===== src/rtl/hazard_pkg.sv =====
// rtl/hazard_pkg.sv - shared types and helpers for the pipeline hazard controller
package hazard_pkg;

    localparam int REG_AW_DEF = 5;

    typedef enum logic {
        IDLE     = 1'b0,
        LU_STALL = 1'b1
    } hz_state_t;

    // A source operand conflicts only if the instruction actually reads it.
    function automatic logic src_match(input logic uses,
                                       input logic [REG_AW_DEF-1:0] rs,
                                       input logic [REG_AW_DEF-1:0] rd);
        return uses && (rs == rd);
    endfunction

endpackage


===== src/rtl/hazard_ctrl_unit_if.sv =====
// rtl/hazard_ctrl_unit_if.sv - ID-stage hazard inputs and pipeline control outputs
interface hazard_ctrl_unit_if #(
    parameter int REG_AW = 5,
    parameter int CNT_W  = 16
);
    logic              id_valid;
    logic [REG_AW-1:0] id_rs1;
    logic [REG_AW-1:0] id_rs2;
    logic              id_uses_rs1;
    logic              id_uses_rs2;
    logic              ex_mem_read;
    logic [REG_AW-1:0] ex_rd;
    logic              branch_taken;
    logic              mem_busy;
    logic              pc_write;
    logic              if_id_write;
    logic              if_id_flush;
    logic              id_ex_bubble;
    logic              pipe_freeze;
    logic [CNT_W-1:0]  stall_cycles;

    modport master (
        output id_valid, id_rs1, id_rs2, id_uses_rs1, id_uses_rs2,
               ex_mem_read, ex_rd, branch_taken, mem_busy,
        input  pc_write, if_id_write, if_id_flush, id_ex_bubble,
               pipe_freeze, stall_cycles
    );

    modport slave (
        input  id_valid, id_rs1, id_rs2, id_uses_rs1, id_uses_rs2,
               ex_mem_read, ex_rd, branch_taken, mem_busy,
        output pc_write, if_id_write, if_id_flush, id_ex_bubble,
               pipe_freeze, stall_cycles
    );
endinterface


===== src/rtl/sat_counter.sv =====
// rtl/sat_counter.sv - saturating event counter for performance statistics
module sat_counter #(
    parameter int CNT_W = 16
) (
    input  logic             clk,
    input  logic             clr,
    input  logic             inc,
    output logic [CNT_W-1:0] cnt
);

    // Count events, sticking at all-ones instead of wrapping.
    always_ff @(posedge clk) begin
        if (clr) begin
            cnt <= '0;
        end else if (inc && (cnt != {CNT_W{1'b1}})) begin
            cnt <= cnt + 1'b1;
        end
    end

endmodule


===== src/rtl/hazard_ctrl_unit.sv =====
// rtl/hazard_ctrl_unit.sv - load-use stall, branch flush and memory freeze control
module hazard_ctrl_unit
    import hazard_pkg::*;
#(
    parameter int REG_AW   = REG_AW_DEF,
    parameter int LOAD_LAT = 1,
    parameter int CNT_W    = 16
) (
    input logic          clk,
    input logic          rst,
    hazard_ctrl_unit_if.slave hz_if
);

    if (LOAD_LAT < 1 || LOAD_LAT > 8) begin : g_bad_load_lat
        $fatal(1, "hazard_ctrl_unit: LOAD_LAT must be in 1..8");
    end

    hz_state_t  state, state_n;
    logic [2:0] rem, rem_n;
    logic       hz;
    logic       pc_write_c, flush_c, bubble_c, freeze_c;
    logic       count_inc;

    // Load in EX writes a register that the ID instruction really reads.
    always_comb begin
        hz = hz_if.id_valid && hz_if.ex_mem_read && (hz_if.ex_rd != '0) &&
             (src_match(hz_if.id_uses_rs1, hz_if.id_rs1, hz_if.ex_rd) ||
              src_match(hz_if.id_uses_rs2, hz_if.id_rs2, hz_if.ex_rd));
    end

    // Prioritised control decode: reset, memory freeze, branch flush, ongoing stall, new hazard.
    always_comb begin
        pc_write_c = 1'b1;
        flush_c    = 1'b0;
        bubble_c   = 1'b0;
        freeze_c   = 1'b0;
        state_n    = state;
        rem_n      = rem;
        if (rst) begin
            state_n = IDLE;
            rem_n   = 3'd0;
        end else if (hz_if.mem_busy) begin
            pc_write_c = 1'b0;
            freeze_c   = 1'b1;
        end else if (hz_if.branch_taken) begin
            flush_c  = 1'b1;
            bubble_c = 1'b1;
            state_n  = IDLE;
            rem_n    = 3'd0;
        end else if (state == LU_STALL) begin
            pc_write_c = 1'b0;
            bubble_c   = 1'b1;
            rem_n      = rem - 3'd1;
            if (rem == 3'd1) begin
                state_n = IDLE;
            end
        end else if (hz) begin
            pc_write_c = 1'b0;
            bubble_c   = 1'b1;
            if (LOAD_LAT > 1) begin
                state_n = LU_STALL;
                rem_n   = 3'(LOAD_LAT - 1);
            end
        end
    end

    // Stall FSM state and remaining-bubble counter.
    always_ff @(posedge clk) begin
        if (rst) begin
            state <= IDLE;
            rem   <= 3'd0;
        end else begin
            state <= state_n;
            rem   <= rem_n;
        end
    end

    // Only genuine load-use bubbles are counted; branch squashes are not.
    always_comb begin
        count_inc = bubble_c && !hz_if.branch_taken && !hz_if.mem_busy;
    end

    sat_counter #(.CNT_W(CNT_W)) u_stall_cnt (
        .clk (clk),
        .clr (rst),
        .inc (count_inc),
        .cnt (hz_if.stall_cycles)
    );

    // Drive the pipeline control outputs.
    always_comb begin
        hz_if.pc_write     = pc_write_c;
        hz_if.if_id_write  = pc_write_c;
        hz_if.if_id_flush  = flush_c;
        hz_if.id_ex_bubble = bubble_c;
        hz_if.pipe_freeze  = freeze_c;
    end

endmodule

===== src/flat_wrapper.sv =====
// flat-port wrapper written by rule: the top's interface ports become plain ports
module hazard_ctrl_unit_flat import hazard_pkg::*;
#(
    parameter int REG_AW   = REG_AW_DEF,
    parameter int LOAD_LAT = 1,
    parameter int CNT_W    = 16
)
  (clk, rst, hz_if_id_valid, hz_if_id_rs1, hz_if_id_rs2, hz_if_id_uses_rs1, hz_if_id_uses_rs2, hz_if_ex_mem_read, hz_if_ex_rd, hz_if_branch_taken, hz_if_mem_busy, hz_if_pc_write, hz_if_if_id_write, hz_if_if_id_flush, hz_if_id_ex_bubble, hz_if_pipe_freeze, hz_if_stall_cycles);
  hazard_ctrl_unit_if #(.REG_AW(REG_AW), .CNT_W(CNT_W)) hz_if_i ();
  input logic clk;
  input logic rst;
  input wire logic [$bits(hz_if_i.id_valid)-1:0] hz_if_id_valid;
  input wire logic [$bits(hz_if_i.id_rs1)-1:0] hz_if_id_rs1;
  input wire logic [$bits(hz_if_i.id_rs2)-1:0] hz_if_id_rs2;
  input wire logic [$bits(hz_if_i.id_uses_rs1)-1:0] hz_if_id_uses_rs1;
  input wire logic [$bits(hz_if_i.id_uses_rs2)-1:0] hz_if_id_uses_rs2;
  input wire logic [$bits(hz_if_i.ex_mem_read)-1:0] hz_if_ex_mem_read;
  input wire logic [$bits(hz_if_i.ex_rd)-1:0] hz_if_ex_rd;
  input wire logic [$bits(hz_if_i.branch_taken)-1:0] hz_if_branch_taken;
  input wire logic [$bits(hz_if_i.mem_busy)-1:0] hz_if_mem_busy;
  output wire logic [$bits(hz_if_i.pc_write)-1:0] hz_if_pc_write;
  output wire logic [$bits(hz_if_i.if_id_write)-1:0] hz_if_if_id_write;
  output wire logic [$bits(hz_if_i.if_id_flush)-1:0] hz_if_if_id_flush;
  output wire logic [$bits(hz_if_i.id_ex_bubble)-1:0] hz_if_id_ex_bubble;
  output wire logic [$bits(hz_if_i.pipe_freeze)-1:0] hz_if_pipe_freeze;
  output wire logic [$bits(hz_if_i.stall_cycles)-1:0] hz_if_stall_cycles;
  assign hz_if_i.id_valid = hz_if_id_valid;
  assign hz_if_i.id_rs1 = hz_if_id_rs1;
  assign hz_if_i.id_rs2 = hz_if_id_rs2;
  assign hz_if_i.id_uses_rs1 = hz_if_id_uses_rs1;
  assign hz_if_i.id_uses_rs2 = hz_if_id_uses_rs2;
  assign hz_if_i.ex_mem_read = hz_if_ex_mem_read;
  assign hz_if_i.ex_rd = hz_if_ex_rd;
  assign hz_if_i.branch_taken = hz_if_branch_taken;
  assign hz_if_i.mem_busy = hz_if_mem_busy;
  assign hz_if_pc_write = hz_if_i.pc_write;
  assign hz_if_if_id_write = hz_if_i.if_id_write;
  assign hz_if_if_id_flush = hz_if_i.if_id_flush;
  assign hz_if_id_ex_bubble = hz_if_i.id_ex_bubble;
  assign hz_if_pipe_freeze = hz_if_i.pipe_freeze;
  assign hz_if_stall_cycles = hz_if_i.stall_cycles;
  hazard_ctrl_unit #(.REG_AW(REG_AW), .LOAD_LAT(LOAD_LAT), .CNT_W(CNT_W)) u_core (.clk(clk), .rst(rst), .hz_if(hz_if_i));
endmodule

===== config.mk =====
export PLATFORM = sky130hd
export DESIGN_NAME = hazard_ctrl_unit_flat
export DESIGN_NICKNAME = d
export VERILOG_FILES = /design/src/rtl/hazard_pkg.sv /design/src/rtl/hazard_ctrl_unit_if.sv /design/src/rtl/sat_counter.sv /design/src/rtl/hazard_ctrl_unit.sv /design/src/flat_wrapper.sv
export SDC_FILE = /design/constraint.sdc
export NUM_CORES = 1
export LEC_CHECK = 0
export ABC_AREA = 0
export CAP_MARGIN = 20
export CORE_MARGIN = 2
export CORE_UTILIZATION = 28
export CTS_CLUSTER_DIAMETER = 150
export DETAILED_ROUTE_END_ITERATION = 12
export GPL_TIMING_DRIVEN = 0
export SLEW_MARGIN = 20
export SYNTH_ARGS = -nofsm -noshare
export SYNTH_HDL_FRONTEND = slang
export SYNTH_SLANG_ARGS = --single-unit

===== constraint.sdc =====
create_clock -name clk -period 2.3 [get_ports clk]
set_input_delay 0.46 -clock clk [delete_from_list [all_inputs] [get_ports clk]]
set_output_delay 0.46 -clock clk [all_outputs]
set_load 0.05 [all_outputs]

==> flow_summary.toml, run 1 <==
[floorplan]
ios = 44
die_y_microns = 72.1
fp.dieW_microns = 72.1
fp-row-count = 24
design.die.area_sq_um = 5190
start_util_pct = 29.4
core_sq_um = 4410

[clock_network]
clock_path_buffers = 2
numClockSinks = 20
path_clk_slew_ps = 70
hold_buffers = 0
clock_latency_ps = 270
h-tree-depth = 1
cts_made_buffers = 3
root_buffer = "clkbuf_8"
cts_tree = "built"

[drt]
drcViolationCount = 0
drt-initial-drc-count = 50
route.met2.wl_mm = 1.66
final_antenna_net_count = 0
wl_met3_microns = 123
drtPass1Iterations = 4
vias_per_cell = 5.23
highest_layer = "met4"
met1_length_mm = 1.69
vias = 1308
wl_per_cell_microns = 14.0
routed_wl_mm = 3.49

[timing]
relSlewSlack_pct = 66.3
drv_slew = 0
finalSetupViolations = 1
hold_viol = 0
period_minus_slack_ps = 2350
fmax_mhz = 426
rsz0062_at_grt = "yes"
post-route-period-util_pct = 102
fin_ws_ps = -47.9
skew_ps = 9.08
tightest_slew_ps = 504

[synthesis]
synth_top_cell_by_area = "dfxtp_1"
syn_inst = 148
ys_ff_latch = 20
ys_seq_area_share_pct = 30.9
avgSynthCellArea_sq_um = 8.77
syn_nets = 174
synth_edf_count = 0
synth.top_cell.area_share_pct = 30.9
synth_warnings = 0
ys_types = 38
synth_area_leaders = "dfxtp_1 31%, a21oi_1 7.3%, xnor2_1 6.8%"
synthArstFlopShare_pct = 0
syn-cell-area_sq_um = 1300
synth-main-ff-cell = "dfxtp_1"

[global_routing]
antenna_found_initial = 0
grt_pass1_wl_mm = 5.69
grt_util_all_layers_pct = 13.8
grt_overflow = 0
grt_pass1_vias = 1168
grt_max_degree = 13

[power_and_ir_drop]
leakagePower_uw = 0.000699
switching_share_pct = 24.1
ir_drop_v = 0.000322
p_int_uw = 656
p_clk_share_pct = 41.4
combPwrFrac_pct = 18.5
powerDensity_nw_per_um2 = 440
p_sw_uw = 209
seqPwrFrac_pct = 40.2

[place]
dpl-instance-area_sq_um = 1810
pre_cts_ws_ps = -1280
io_buffers = 42
hpwl_mm = 2.57
globalplace.congestion = 0.833

[worst_setup_path]
worstPathRequired_ps = 1840
reg2regPathDepth = 8
path_max_fanout = 3
cp-start-kind = "input pin"
crit_path_end_kind = "output port"
crit_end = "hz_if_pc_write"
crit_path_start = "hz_if_ex_rd[3]"
r2r_setup_slack_ps = 140
r2r_end = "u_core.u_stall_cnt.cnt[14]"
cp.arrival_ps = 1890
r2r-start = "u_core.u_stall_cnt.cnt[0]"
worstSetupPathType = "in2out"

[layout]
antenna_cells = 0
drive_gt1_share_pct = 21.2
fin_nets = 225
fill_cells = 428
final_common_cell = "clkdlybuf4s50_1"
final_area_sq_um = 1960
synthToLayoutAreaGrowth_pct = 51.3
final_cell_mix = "21 x clkdlybuf4s50_1, 19 x dfxtp_1, 18 x a21oi_1"

[flow_run]
drv_cap = 0

[hold_path]
min_path_type = "reg2reg"

[run_status]
violations = "setup timing"
outcome = "finished, violations left"
## synthesized netlist by cell type, drive strengths merged (5+ instances only)
library cell  number
dfxtp             20
nand4              5
a21oi             19
o31ai             11
nand2             12
or4               11
nand3              9
xnor2             10
buf                5
o21ai              6
clkbuf             5
and3               5
## registers in the layout, indices dropped and copies added, names as in the netlist
register,flops
u_core.state,1
u_core.rem,3
u_core.u_stall_cnt.cnt,16
## worst min-delay path by stage
stage	depth (start not counted)	to	slack (ps)	startpoint
after detailed placement	2	u_core.rem[1]	470	u_core.rem[1]
after floorplan	2	u_core.rem[1]	450	u_core.rem[1]
after CTS	2	u_core.rem[1]	480	u_core.rem[1]
final	2	u_core.rem[1]	480	u_core.rem[1]
after global routing	2	u_core.rem[1]	510	u_core.rem[1]
after global placement	2	u_core.rem[2]	460	u_core.rem[2]
## critical path, stage by stage
cell,delay [ps]
buf_8,90
or3_4,370
o311a_4,350
a21oi_4,150
nor2_4,60
o21ai_4,150
buf_6,120
buf_8,130
## layer usage
| metal | track usage (%) | vias up |
|---|---|---|
| met5 | 0 | - |
| met2 | 22.4 | 31 |
| met4 | 2.52 | 0 |
| met3 | 2.92 | 4 |
| li1 | - | 663 |
| met1 | 18.9 | 610 |
## cell type report
cell class / instances / area, sq um / area share, %
clock inverter: 1 / 30.0 / 1.53
clock buffer: 3 / 41.3 / 2.10
tap: 52 / 65.1 / 3.31
inverter: 4 / 15.0 / 0.765
timing repair buffer: 48 / 460 / 23.5
multi-input combinational: 114 / 867 / 44.2
sequential: 20 / 402 / 20.5
buffer: 8 / 82.6 / 4.21
## through the flow
| step | utilization [%] | cells | TNS [ps] | total power, uW | hold slack [ps] |
|---|---|---|---|---|---|
| 2_1_floorplan | - | 148 | -161 | 439 | 447 |
| 3_3_place_gp | 41.0 | 242 | -8360 | 505 | 461 |
| 3_5_place_dp | 41.0 | 242 | -8210 | 506 | 469 |
| 4_1_cts | 44.1 | 251 | -271 | 872 | 477 |
| 5_1_grt | 44.5 | 250 | -161 | 896 | 505 |
| 6_report | 44.5 | 250 | -47.9 | 865 | 477 |
## power groups by stage
stage	combinational (uW)	clock, uW	sequential, uW
after floorplan	81.0	0	358
after global placement	150	0	356
after detailed placement	150	0	356
after CTS	158	366	347
after global routing	172	376	348
final	160	358	347
## timing repair
item,in CTS,in global routing
pin swaps,20,13
endpoints found under the setup margin,13,13
setup buffers,5,1
gates resized for setup,62,15
hold endpoints to repair,0,0
## logic make-up (layout without fill, tap and decap cells)
logic type	count (synthesis)	count (layout)	synth area share, %
xor+xnor	10	10	6.75
buf+inv	14	64	9.26
simple gates	54	54	24.4
compound gates	45	45	24.3
fa+ha+maj	3	3	2.89
mux	2	2	1.54
flops	20	20	30.9
(Power assumes the default switching activity.)
==> run 2: changes to the inputs <==
--- a/config.mk
+++ b/config.mk
@@ -7,6 +7,7 @@
 export LEC_CHECK = 0
 export ABC_AREA = 0
 export CAP_MARGIN = 20
+export CORE_ASPECT_RATIO = 0.7
 export CORE_MARGIN = 2
 export CORE_UTILIZATION = 28
 export CTS_CLUSTER_DIAMETER = 150
==> run 2 against run 1 <==
  * The flow still finishes with violations (setup timing)
  * Largest power group is now sequential cells
  * Global-route usage is 1.7 points higher
  * Count of clock-buffer cells in the layout is 1 higher
  * Clock skew is 5.3 ps lower
  * Die area is 0.17% higher
  * Via count is 0.54% higher
  * Flip-flop and latch count stayed put
  * Register-to-register slack worse by 20 ps
  * First-iteration DRC count is 96% higher
  * Worst hold slack better by 5.8 ps
==> flow_summary.toml, run 2 (same netlist as run 1, synthesis figures left out) <==
[worst_setup_path]
reg2regPathDepth = 8
cp-start-kind = "input pin"
cp.arrival_ps = 1970
crit_path_end_kind = "output port"
r2r_end = "u_core.u_stall_cnt.cnt[14]"
path_max_fanout = 3
max_stage_delay_ps = 380
worstPathRequired_ps = 1840
r2r-start = "u_core.u_stall_cnt.cnt[0]"
worstSetupPathType = "in2out"
slowest_stage = "or3_4"
cpMostUsedCell = "buf_8"
r2r_setup_slack_ps = 120
worstPathCellList = "buf_8 > or3_4 > o311a_4 > a21oi_4 > nor2_4 > o21ai_4 > buf_6 > buf_8"

[run_status]
outcome = "finished, violations left"
violations = "setup timing"

[power_and_ir_drop]
combPwrFrac_pct = 20.6
powerDensity_nw_per_um2 = 394
seqPwrFrac_pct = 44.4
p_clk_share_pct = 35.0
p_int_uw = 578
p_sw_uw = 205
switching_share_pct = 26.2
leakagePower_uw = 0.000714
ir_drop_v = 0.000237

[layout]
largest_reg_flops = 16
fin_nets = 230
final_cell_mix = "20 x clkdlybuf4s50_1, 19 x dfxtp_1, 15 x a21oi_1"
top_regs = "u_core.u_stall_cnt.cnt: 16 flops, u_core.rem: 3 flops, u_core.state: 1 flops"
utilization_pct = 45.1
drive_gt1_share_pct = 25.1
synthToLayoutAreaGrowth_pct = 52.9
final_area_sq_um = 1980
antenna_cells = 0
max_flop_register = "u_core.u_stall_cnt.cnt"
final_common_cell = "clkdlybuf4s50_1"

[hold_path]
min_path_type = "reg2reg"
hold_path.startpoint = "u_core.rem[1]"
holdPathStages = 2
min_to = "u_core.rem[1]"

[timing]
drv_slew = 0
period_minus_slack_ps = 2430
holdWs_ps = 483
fmax_mhz = 412
hold_viol = 0
post-route-period-util_pct = 105
rsz0062_at_grt = "yes"
finalSetupViolations = 2
relSlewSlack_pct = 66.5
tightest_slew_ps = 501
fin_ws_ps = -125
skew_ps = 3.83

[global_routing]
grt_max_degree = 12
grt_pass1_vias = 1249
grt_overflow = 0
grt_pass1_wl_mm = 6.29
grt_util_all_layers_pct = 15.4
antenna_found_initial = 0

[clock_network]
h-tree-depth = 1
cts_made_buffers = 3
path_clk_slew_ps = 80
root_buffer = "clkbuf_8"
cts_tree = "built"
clock_path_buffers = 2
numClockSinks = 20
clock_latency_ps = 260

[floorplan]
fp-row-count = 20
ios = 44
die_y_microns = 61.0
fp.dieW_microns = 85.4
start_util_pct = 29.5
core_sq_um = 4400
design.die.area_sq_um = 5200

[place]
dpl-instance-area_sq_um = 1810
pre_cts_ws_ps = -1290
hpwl_mm = 2.66
globalplace.congestion = 0.792
io_buffers = 42

[drt]
routed_wl_mm = 3.78
vias = 1315
drcViolationCount = 0
drt-initial-drc-count = 98
drtPass1Iterations = 4
wl_per_cell_microns = 14.7
final_antenna_net_count = 0
vias_per_cell = 5.10

[flow_run]
drv_cap = 0
-- run 2: cell types whose count changed in the layout (fill, tap and decap cells not counted), moves of 2 or more --
cell             previous run  this run
a21oi_1                    18        15
a21oi_2                     0         3
buf_4                       6         9
buf_6                       6         8
clkdlybuf4s15_1             7         4
dlygate4sd2_1               5         9
or4_1                      11         9
or4_4                       0         2
-- run 2: metal layers --
metal / track usage, % / up-vias / share of wire, %
li1: - / 670 / -
met1: 23.0 / 607 / 53
met2: 23.1 / 36 / 42
met3: 4.22 / 2 / 4.9
met4: 1.59 / 0 / 0.50
met5: 0 / - / 0
-- run 2: what timing repair did --
item | 4_1_cts | 5_1_grt
setup buffers | 7 | 3
hold buffers | 0 | 0
gates resized for setup | 69 | 13
pin swaps | 22 | 20
setup endpoints to repair | 14 | 4
-- run 2: power groups by stage --
stage	Sequential, uW	Clock [uW]	Combinational (uW)
after floorplan	358	0	81.0
after global placement	356	0	149
after detailed placement	356	0	149
after CTS	347	283	158
after global routing	348	298	175
final	347	274	161
-- run 2: how the worst max path moves through the flow --
stage,startpoint,to,cells after the start
floorplan,hz_if_ex_rd[1],hz_if_pc_write,6
global placement,hz_if_ex_rd[1],hz_if_id_ex_bubble,8
detailed placement,hz_if_ex_rd[1],hz_if_id_ex_bubble,8
CTS,hz_if_ex_rd[3],hz_if_id_ex_bubble,8
global route,hz_if_ex_rd[3],hz_if_pc_write,8
finish,hz_if_ex_rd[3],hz_if_pc_write,8
-- run 2: per-stage QoR --
| step | cells | TNS [ps] | power [uW] |
|---|---|---|---|
| 2_1_floorplan | 148 | -161 | 439 |
| 3_3_place_gp | 245 | -8280 | 505 |
| 3_5_place_dp | 245 | -8380 | 505 |
| 4_1_cts | 256 | -210 | 788 |
| 5_1_grt | 258 | -476 | 820 |
| 6_report | 258 | -183 | 783 |
-- run 2: cell type report --
cell class	instances	area, sq um
fillers	451	2420
plain buffers	9	93.8
clock buffers	4	55.1
flip-flops and latches	20	402
inverters	4	15.0
multi-input cells	114	868
repair buffers	52	482
well taps	55	68.8
-- run 2: worst max-delay path, delay by kind of cell --
| family | cells | cell delay [ps] |
|---|---|---|
| AO/OA/AOI/OAI | 3 | 720 |
| AND/OR/NAND/NOR | 2 | 430 |
| buffers and inverters | 3 | 350 |
